==> src/rtl/ifu_fetch_queue_if.sv <==
// Fetch-unit bus bundle: I-cache request/response and ID-stage handshake.
interface ifu_fetch_queue_if #(
  parameter int XLEN = 64,
  parameter int ILEN = 32
);
  logic            cache_valid;
  logic            cache_ready;
  logic [XLEN-1:0] cache_addr;
  logic            cache_data_ok;
  logic [XLEN-1:0] cache_data;
  logic            id_valid;
  logic            id_ready;
  logic [XLEN-1:0] id_pc;
  logic [ILEN-1:0] id_inst;

  // Fetch unit side: issues cache requests, presents queue head to ID.
  modport master (
    output cache_valid, cache_addr, id_valid, id_pc, id_inst,
    input  cache_ready, cache_data_ok, cache_data, id_ready
  );

  // Cache / ID side.
  modport slave (
    input  cache_valid, cache_addr, id_valid, id_pc, id_inst,
    output cache_ready, cache_data_ok, cache_data, id_ready
  );
endinterface

==> src/rtl/ifu_fetch_queue.sv <==
// Instruction fetch unit: owns the fetch PC, keeps one I-cache request in
// flight and decouples the ID stage through a DEPTH-entry {pc,inst} queue.
module ifu_fetch_queue #(
  parameter int              XLEN     = 64,
  parameter int              ILEN     = 32,
  parameter int              DEPTH    = 4,
  parameter logic [XLEN-1:0] RESET_PC = XLEN'(64'h8000_0000),
  parameter bit              WORD_SEL = 1'b1
) (
  input  logic                       clock,
  input  logic                       reset,
  input  logic                       redirect_valid,
  input  logic [XLEN-1:0]            redirect_pc,
  ifu_fetch_queue_if.master          bus,
  output logic [$clog2(DEPTH):0]     q_count
);
  localparam int AW = $clog2(DEPTH);
  localparam int CW = AW + 1;

  typedef enum logic [1:0] {IDLE, WAIT, DROP} state_t;

  state_t          state, state_nxt;
  logic [XLEN-1:0] fetch_pc, req_pc;
  logic [XLEN-1:0] pc_q   [DEPTH];
  logic [ILEN-1:0] inst_q [DEPTH];
  logic [AW-1:0]   wr_ptr, rd_ptr;
  logic [CW-1:0]   count;
  logic            fire, push, pop;
  logic [XLEN-1:0] data_sh;

  // Request only from IDLE with room; redirect suppresses issue that cycle.
  assign bus.cache_valid = (state == IDLE) && !reset && !redirect_valid &&
                           (count < CW'(DEPTH));
  assign bus.cache_addr  = fetch_pc;
  assign fire = bus.cache_valid && bus.cache_ready;
  // A redirect kills a response arriving in the same cycle.
  assign push = (state == WAIT) && bus.cache_data_ok && !redirect_valid;
  assign pop  = bus.id_valid && bus.id_ready;

  // Pick the 32-bit word addressed by pc[2] out of the 64-bit line.
  assign data_sh = (WORD_SEL && req_pc[2]) ? (bus.cache_data >> ILEN) : bus.cache_data;

  assign bus.id_valid = (count != '0);
  assign bus.id_pc    = pc_q[rd_ptr];
  assign bus.id_inst  = inst_q[rd_ptr];
  assign q_count      = count;

  // FSM next state; redirect while waiting converts the wait into a drop.
  always_comb begin
    state_nxt = state;
    case (state)
      IDLE:    if (fire) state_nxt = WAIT;
      WAIT:    if (bus.cache_data_ok) state_nxt = IDLE;
               else if (redirect_valid) state_nxt = DROP;
      DROP:    if (bus.cache_data_ok) state_nxt = IDLE;
      default: state_nxt = IDLE;
    endcase
  end

  // FSM state register.
  always_ff @(posedge clock) begin
    if (reset) state <= IDLE;
    else       state <= state_nxt;
  end

  // Fetch PC and request PC tracking.
  always_ff @(posedge clock) begin
    if (reset) begin
      fetch_pc <= RESET_PC;
      req_pc   <= RESET_PC;
    end else if (redirect_valid) begin
      fetch_pc <= redirect_pc;
    end else if (fire) begin
      req_pc   <= fetch_pc;
      fetch_pc <= fetch_pc + XLEN'(4);
    end
  end

  // Queue storage and pointers; redirect empties the queue next cycle.
  always_ff @(posedge clock) begin
    if (reset) begin
      wr_ptr <= '0;
      rd_ptr <= '0;
      count  <= '0;
      for (int i = 0; i < DEPTH; i++) begin
        pc_q[i]   <= '0;
        inst_q[i] <= '0;
      end
    end else if (redirect_valid) begin
      wr_ptr <= '0;
      rd_ptr <= '0;
      count  <= '0;
    end else begin
      if (push) begin
        pc_q[wr_ptr]   <= req_pc;
        inst_q[wr_ptr] <= data_sh[ILEN-1:0];
        wr_ptr         <= wr_ptr + AW'(1);
      end
      if (pop) rd_ptr <= rd_ptr + AW'(1);
      case ({push, pop})
        2'b10:   count <= count + CW'(1);
        2'b01:   count <= count - CW'(1);
        default: count <= count;
      endcase
    end
  end
endmodule

==> src/flat_wrapper.sv <==
// flat-port wrapper written by rule: the top's interface ports become plain ports
module ifu_fetch_queue_flat 
#(
  parameter int              XLEN     = 64,
  parameter int              ILEN     = 32,
  parameter int              DEPTH    = 4,
  parameter logic [XLEN-1:0] RESET_PC = XLEN'(64'h8000_0000),
  parameter bit              WORD_SEL = 1'b1
)
  (clock, reset, redirect_valid, redirect_pc, q_count, bus_cache_valid, bus_cache_addr, bus_id_valid, bus_id_pc, bus_id_inst, bus_cache_ready, bus_cache_data_ok, bus_cache_data, bus_id_ready);
  ifu_fetch_queue_if #(.XLEN(XLEN), .ILEN(ILEN)) bus_i ();
  input  logic clock;
  input  logic reset;
  input  logic redirect_valid;
  input  logic [XLEN-1:0] redirect_pc;
  output logic [$clog2(DEPTH):0] q_count;
  output wire logic [$bits(bus_i.cache_valid)-1:0] bus_cache_valid;
  output wire logic [$bits(bus_i.cache_addr)-1:0] bus_cache_addr;
  output wire logic [$bits(bus_i.id_valid)-1:0] bus_id_valid;
  output wire logic [$bits(bus_i.id_pc)-1:0] bus_id_pc;
  output wire logic [$bits(bus_i.id_inst)-1:0] bus_id_inst;
  input wire logic [$bits(bus_i.cache_ready)-1:0] bus_cache_ready;
  input wire logic [$bits(bus_i.cache_data_ok)-1:0] bus_cache_data_ok;
  input wire logic [$bits(bus_i.cache_data)-1:0] bus_cache_data;
  input wire logic [$bits(bus_i.id_ready)-1:0] bus_id_ready;
  assign bus_cache_valid = bus_i.cache_valid;
  assign bus_cache_addr = bus_i.cache_addr;
  assign bus_id_valid = bus_i.id_valid;
  assign bus_id_pc = bus_i.id_pc;
  assign bus_id_inst = bus_i.id_inst;
  assign bus_i.cache_ready = bus_cache_ready;
  assign bus_i.cache_data_ok = bus_cache_data_ok;
  assign bus_i.cache_data = bus_cache_data;
  assign bus_i.id_ready = bus_id_ready;
  ifu_fetch_queue #(.XLEN(XLEN), .ILEN(ILEN), .DEPTH(DEPTH), .RESET_PC(RESET_PC), .WORD_SEL(WORD_SEL)) u_core (.clock(clock), .reset(reset), .redirect_valid(redirect_valid), .redirect_pc(redirect_pc), .bus(bus_i), .q_count(q_count));
endmodule
==> config.mk <==
export PLATFORM = sky130hd
export DESIGN_NAME = ifu_fetch_queue_flat
export DESIGN_NICKNAME = d
export VERILOG_FILES = /design/src/rtl/ifu_fetch_queue_if.sv /design/src/rtl/ifu_fetch_queue.sv /design/src/flat_wrapper.sv
export SDC_FILE = /design/constraint.sdc
export NUM_CORES = 1
export LEC_CHECK = 0
export ABC_AREA = 0
export BUFFER_PORTS_ARGS = -buffer_cell sky130_fd_sc_hd__buf_2
export CORE_MARGIN = 2
export CORE_UTILIZATION = 40
export DETAILED_ROUTE_END_ITERATION = 10
export PLACE_DENSITY = 0.58
export SYNTH_ARGS = -nofsm -noshare
export SYNTH_HDL_FRONTEND = slang
export SYNTH_SLANG_ARGS = --single-unit
==> constraint.sdc <==
create_clock -name clock -period 11.55 [get_ports clock]
set_clock_uncertainty 0.1 [all_clocks]
set_input_delay 2.31 -clock clock [delete_from_list [all_inputs] [get_ports clock]]
set_output_delay 2.31 -clock clock [all_outputs]
set_load 0.05 [all_outputs]
; ---- Yosys cells after proc, flatten, opt, wreduce, memory -nomap -nowiden
; Memory sizes are Yosys's and may differ from the RTL's. A register that Yosys moved wholly into a read port is not among the register bits.
; Index checks and enable logic that the tools add are counted.
[word_totals]
regBits = 137
ram_bits = 384
input_bits = 134
output_inout_bits = 165
wordCells = 65
memories = 2
[memory_table]
columns = name, depth, width, read_ports, rd_clocked_by_memory_dff, write_ports, line
row1 = u_core.pc_q, 4, 64, 1, 1, 4, ifu_fetch_queue.sv:24  ; logic [XLEN-1:0] pc_q [DEPTH];
row2 = u_core.inst_q, 4, 32, 1, 1, 4, ifu_fetch_queue.sv:25  ; logic [ILEN-1:0] inst_q [DEPTH];
[op_classes]
add_sub_neg = 5
magnitude_cmp = 1
eq_ne = 7
muxes = 25
bitwise_logic = 1
reduce_logical = 18
[op_table]
columns = op, count
row1 = 64-bit two-way mux, 3
row2 = 64-bit by 3-bit adder with 64-bit output (second input constant), 1
row3 = 32-bit two-way mux, 2
row4 = 64-bit OR reduction, 1
row5 = 32-bit OR reduction, 1
row6 = 2-bit two-way mux, 10
row7 = 1-bit two-way mux, 8
row8 = 1-bit logical AND, 7
row9 = 2-bit one-hot mux with 3 select lines, 1
row10 = 3-bit one-hot mux with 2 select lines, 1
row11 = 2-bit by 1-bit adder with 2-bit output (second input constant), 2
row12 = 2-bit by 1-bit equality test with 1-bit output (second input constant), 2
row13 = 2-bit equality test (second input constant), 2
row14 = 2-bit nonzero test, 2
row15 = 3-bit by 1-bit adder with 3-bit output (second input constant), 1
row16 = 3-bit < comparator (second input constant), 1
row17 = 3-bit inequality test (second input constant), 1
row18 = 3-bit AND reduction, 1
row19 = 3-bit nonzero test, 1
row20 = 3-bit by 1-bit subtractor with 3-bit output (second input constant), 1
row21 = 1-bit logical NOT, 2
row22 = 2-bit logical NOT, 1
row23 = 2-bit by 1-bit inequality test with 1-bit output (second input constant), 1
row24 = 2-bit inequality test (second input constant), 1
row25 = other kinds (3), 3

; ---- Longest topological paths before layout
[depth]
depth_word = 9
mapped_depth = 9
depth_no_buf = 8

; ---- Worst setup path before layout
; No wires, ideal clock.
[synth_path]
path_type = input to register
startpoint = input redirect_valid
endpoint = memory u_core.inst_q[0][0], enable pin
setup_ns = 0.683
arrival_ns = 9.645
required_ns = 10.767
slack_ns = 1.121
stages = 4
n_path_buf = 1
path_cell_list = clkbuf_1 and4bb_2 inv_1 o21ai_0
[synth_lines]
columns = element, line
row1 = from (decl), flat_wrapper.sv:14  ; input logic redirect_valid;
row2 = to (decl), ifu_fetch_queue.sv:25

; ---- Final worst setup path
[layout_path]
startpoint = input reset
endpoint = output bus_cache_valid
[layout_via]
elab_chain_cells = 4
[layout_lines]
columns = element, line
row1 = from (decl), flat_wrapper.sv:13  ; input logic reset;
row2 = 1-bit logical NOT, ifu_fetch_queue.sv:32  ; assign bus.cache_valid = (state == IDLE) && !reset && !redirect_valid &&
row3 = 1-bit logical AND (3 in a row), ifu_fetch_queue.sv:32
row4 = to (decl), flat_wrapper.sv:17  ; output wire logic [$bits(bus_i.cache_valid)-1:0] bus_cache_valid;
; Every way passes these cells.

==> results.json <==
{
  "status": "finished, final reports clean",
  "synth_top_area_share_pct": 50.5,
  "ioPinCount": 299,
  "cts.repair.resized": 0,
  "yosys.area_share.adder_pct": 0.197,
  "viasPerCell": 5.43,
  "drt_wl_total_mm": 66.9,
  "ir_worst_vdd_mv": 0.100,
  "rows": 87,
  "initial_utilization_pct": 40.5,
  "power.total_w": 0.00417,
  "max_freq_mhz": 161,
  "synth_area_leaders": "edfxtp_1, dfxtp_1, mux4_2",
  "synth_xor_area_share_pct": 0.537,
  "syn_area_um2": 22800,
  "min_path_type": "register to register",
  "ys_seq_elements": 523,
  "hold_viol": 0,
  "clk_pin_slew_ns": 0.06,
  "crit_chain": "buf_4 -> or2_2 -> nor4_1 -> buf_2",
  "slew_viol_final": 0,
  "dieArea_um2": 59000,
  "worstSkewPairLatency_ns": 0.60,
  "drive_gt1_share_pct": 24.9,
  "crit_type": "input port to primary output",
  "syn_to_final_growth_pct": 17.4,
  "hold_buffers": 0,
  "post_cts.repair.setup_buffers": 0,
  "holdPathEnd": "u_core.req_pc[32]",
  "syn_inst": 1941,
  "critPathLaunchType": "input port",
  "p_per_area_nw_per_um2": 156,
  "cp_slowest_stage_delay_ns": 0.53,
  "cts_tree": "done",
  "synth.largest_area_cell": "edfxtp_1",
  "synth-seq-area-share_pct": 62.7,
  "relSlewSlack_pct": 31.3,
  "arrival_ns": 3.81,
  "rr_startpoint": "u_core.state[0]",
  "numCtsBuffers": 55,
  "synth-edff-count": 384,
  "port_buffers": 298,
  "grt_max_degree": 87,
  "grt_usage_pct": 22.5,
  "worst-path-max-fanout": 75,
  "cp-end-kind": "primary output",
  "wl_per_cell_um": 22.4,
  "die_w_um": 243,
  "setup_viol_count_final": 0,
  "fin_crit_ns": 6.22,
  "cts_max_level": 2,
  "placed_area_um2": 25000,
  "drc": 0,
  "yosysMostFrequentCell": "edfxtp_1",
  "synth-main-ff-cell": "edfxtp_1",
  "whs_ns": 0.356,
  "min_from": "u_core.req_pc[32]",
  "final_cells": 2988,
  "synth_top_family_by_area": "simple AND/OR/NAND/NOR gates",
  "vias": 16200,
  "min_period_over_period_pct": 53.8,
  "max_cap_viol_count": 0,
  "cp_top_family": "simple AND/OR/NAND/NOR gates",
  "die_y_um": 243,
  "postSynth.asyncResetShare_pct": 0,
  "synthMuxAreaShare_pct": 11.4,
  "synth_cell_types": 63,
  "drt_pass1_iterations": 5,
  "core_area_um2": 56400,
  "leakagePower_nw": 10.2,
  "gp_congestion": 0.799,
  "rr_worst_depth": 5,
  "path_buf_inv": 2,
  "antenna_found_initial": 4,
  "grt_pass1_wl_mm": 101,
  "hpwl_mm": 42.5,
  "synth_simple_gate_area_share_pct": 15.8,
  "nNetsFinal": 2324,
  "synth_compound_area_share_pct": 5.32,
  "required_ns": 9.14,
  "avgSynthCellArea_um2": 11.8,
  "syn_nets": 2078,
  "synth_common_cells": "edfxtp_1, nor2_1, nand2_1",
  "worst_slew_pin_slew_ns": 1.03,
  "grt_pass1_vias": 16200,
  "clock_path_buffers": 3,
  "holdPathStages": 2,
  "final_area_um2": 26800,
  "timing.rr.end": "u_core.pc_q[1][48]",
  "rsz0062_at_grt": "no",
  "detailedRoute.firstIterationViolations": 1458,
  "placed_cells": 2886,
  "cts_root_buf": "clkbuf_16",
  "r2r_setup_slack_ns": 8.05,
  "cp_num_cells": 4,
  "ant_nets": 0,
  "cp_slowest_cell": "or2_2",
  "grt_overflow": 0,
  "clock-sinks": 523,
  "yosysWarnings": 0,
  "tns_ns": 0
}
-- per-layer routing --
| metal | routed length [µm] | global-route usage, % | vias up | share of wire (%) |
|---|---|---|---|---|
| met3 | 4060 | 3.98 | 81 | 6.1 |
| met5 | 10 | 0 | - | 0.015 |
| met2 | 32200 | 37.3 | 541 | 48 |
| met1 | 29200 | 30.9 | 8116 | 44 |
| li1 | - | - | 7472 | - |
| met4 | 1400 | 5.34 | 2 | 2.1 |
-- tightest hold or removal path, delay by kind of cell (launching register included) --
family | cells | cell delay [ns]
compound gates | 1 | 0.05
flops | 1 | 0.31
simple gates | 1 | 0.05
-- worst max-delay path by stage --
stage,startpoint,to
floorplan,redirect_valid,u_core.inst_q[0][0]
global placement,reset,bus_cache_valid
detailed placement,reset,bus_cache_valid
CTS,reset,bus_cache_valid
global route,reset,bus_cache_valid
finish,reset,bus_cache_valid
-- state kept, by name, summed over array words and instances (netlist names), named ones only --
register and flops:
u_core.pc_q 256, u_core.wr_ptr 2, u_core.q_count 3, u_core.rd_ptr 2, u_core.inst_q 128, u_core.req_pc 64
u_core.bus.cache_addr 64, u_core.state 2
-- layout by cell type, fill, tap and decap left out, types with 23 or more instances in the layout --
cell / synthesis / layout
a21oi_1: 99 / 99
buf_2: 2 / 297
buf_4: 0 / 23
clkbuf_16: 0 / 60
dfxtp_1: 139 / 136
edfxtp_1: 384 / 384
inv_1: 113 / 112
mux2_2: 36 / 36
mux4_2: 96 / 96
nand2_1: 289 / 287
nand3_1: 38 / 38
nand4_1: 28 / 28
nor2_1: 339 / 337
nor4_1: 23 / 23
-- per-stage QoR --
stage               util (%)  setup slack [ns]
CTS                     47.5              5.33
finish                  47.6              5.33
global route            47.6              5.21
detailed placement      44.4              5.32
floorplan                  -              1.12
global placement        44.4              5.32
-- report_power, final --
| part | switching (W) | internal [W] | total [W] |
|---|---|---|---|
| logic | 0.000226 | 0.0000825 | 0.000308 |
| clock network | 0.000736 | 0.00100 | 0.00174 |
| registers | 0.0000475 | 0.00208 | 0.00212 |
-- final cells by class --
type | count | area [µm²]
Antenna cell | 1 | 2.50
Clock buffer | 81 | 1680
Clock inverter | 20 | 103
Fill cell | 5226 | 29600
Inverter | 114 | 428
Multi-Input combinational cell | 1173 | 7670
Sequential cell | 523 | 14300
Tap cell | 756 | 946
Timing Repair Buffer | 320 | 1660
-- logic make-up (layout without fill, tap and decap cells) --
| kind of cell | after synthesis | after routing |
|---|---|---|
| buf+inv | 245 | 535 |
| compound gates | 198 | 198 |
| xor+xnor | 14 | 14 |
| flops | 523 | 523 |
| mux | 136 | 136 |
| fa+ha+maj | 3 | 3 |
| simple gates | 822 | 822 |
| other cells | 0 | 1 |
Note: power is estimated with default switching activity, not from simulation.
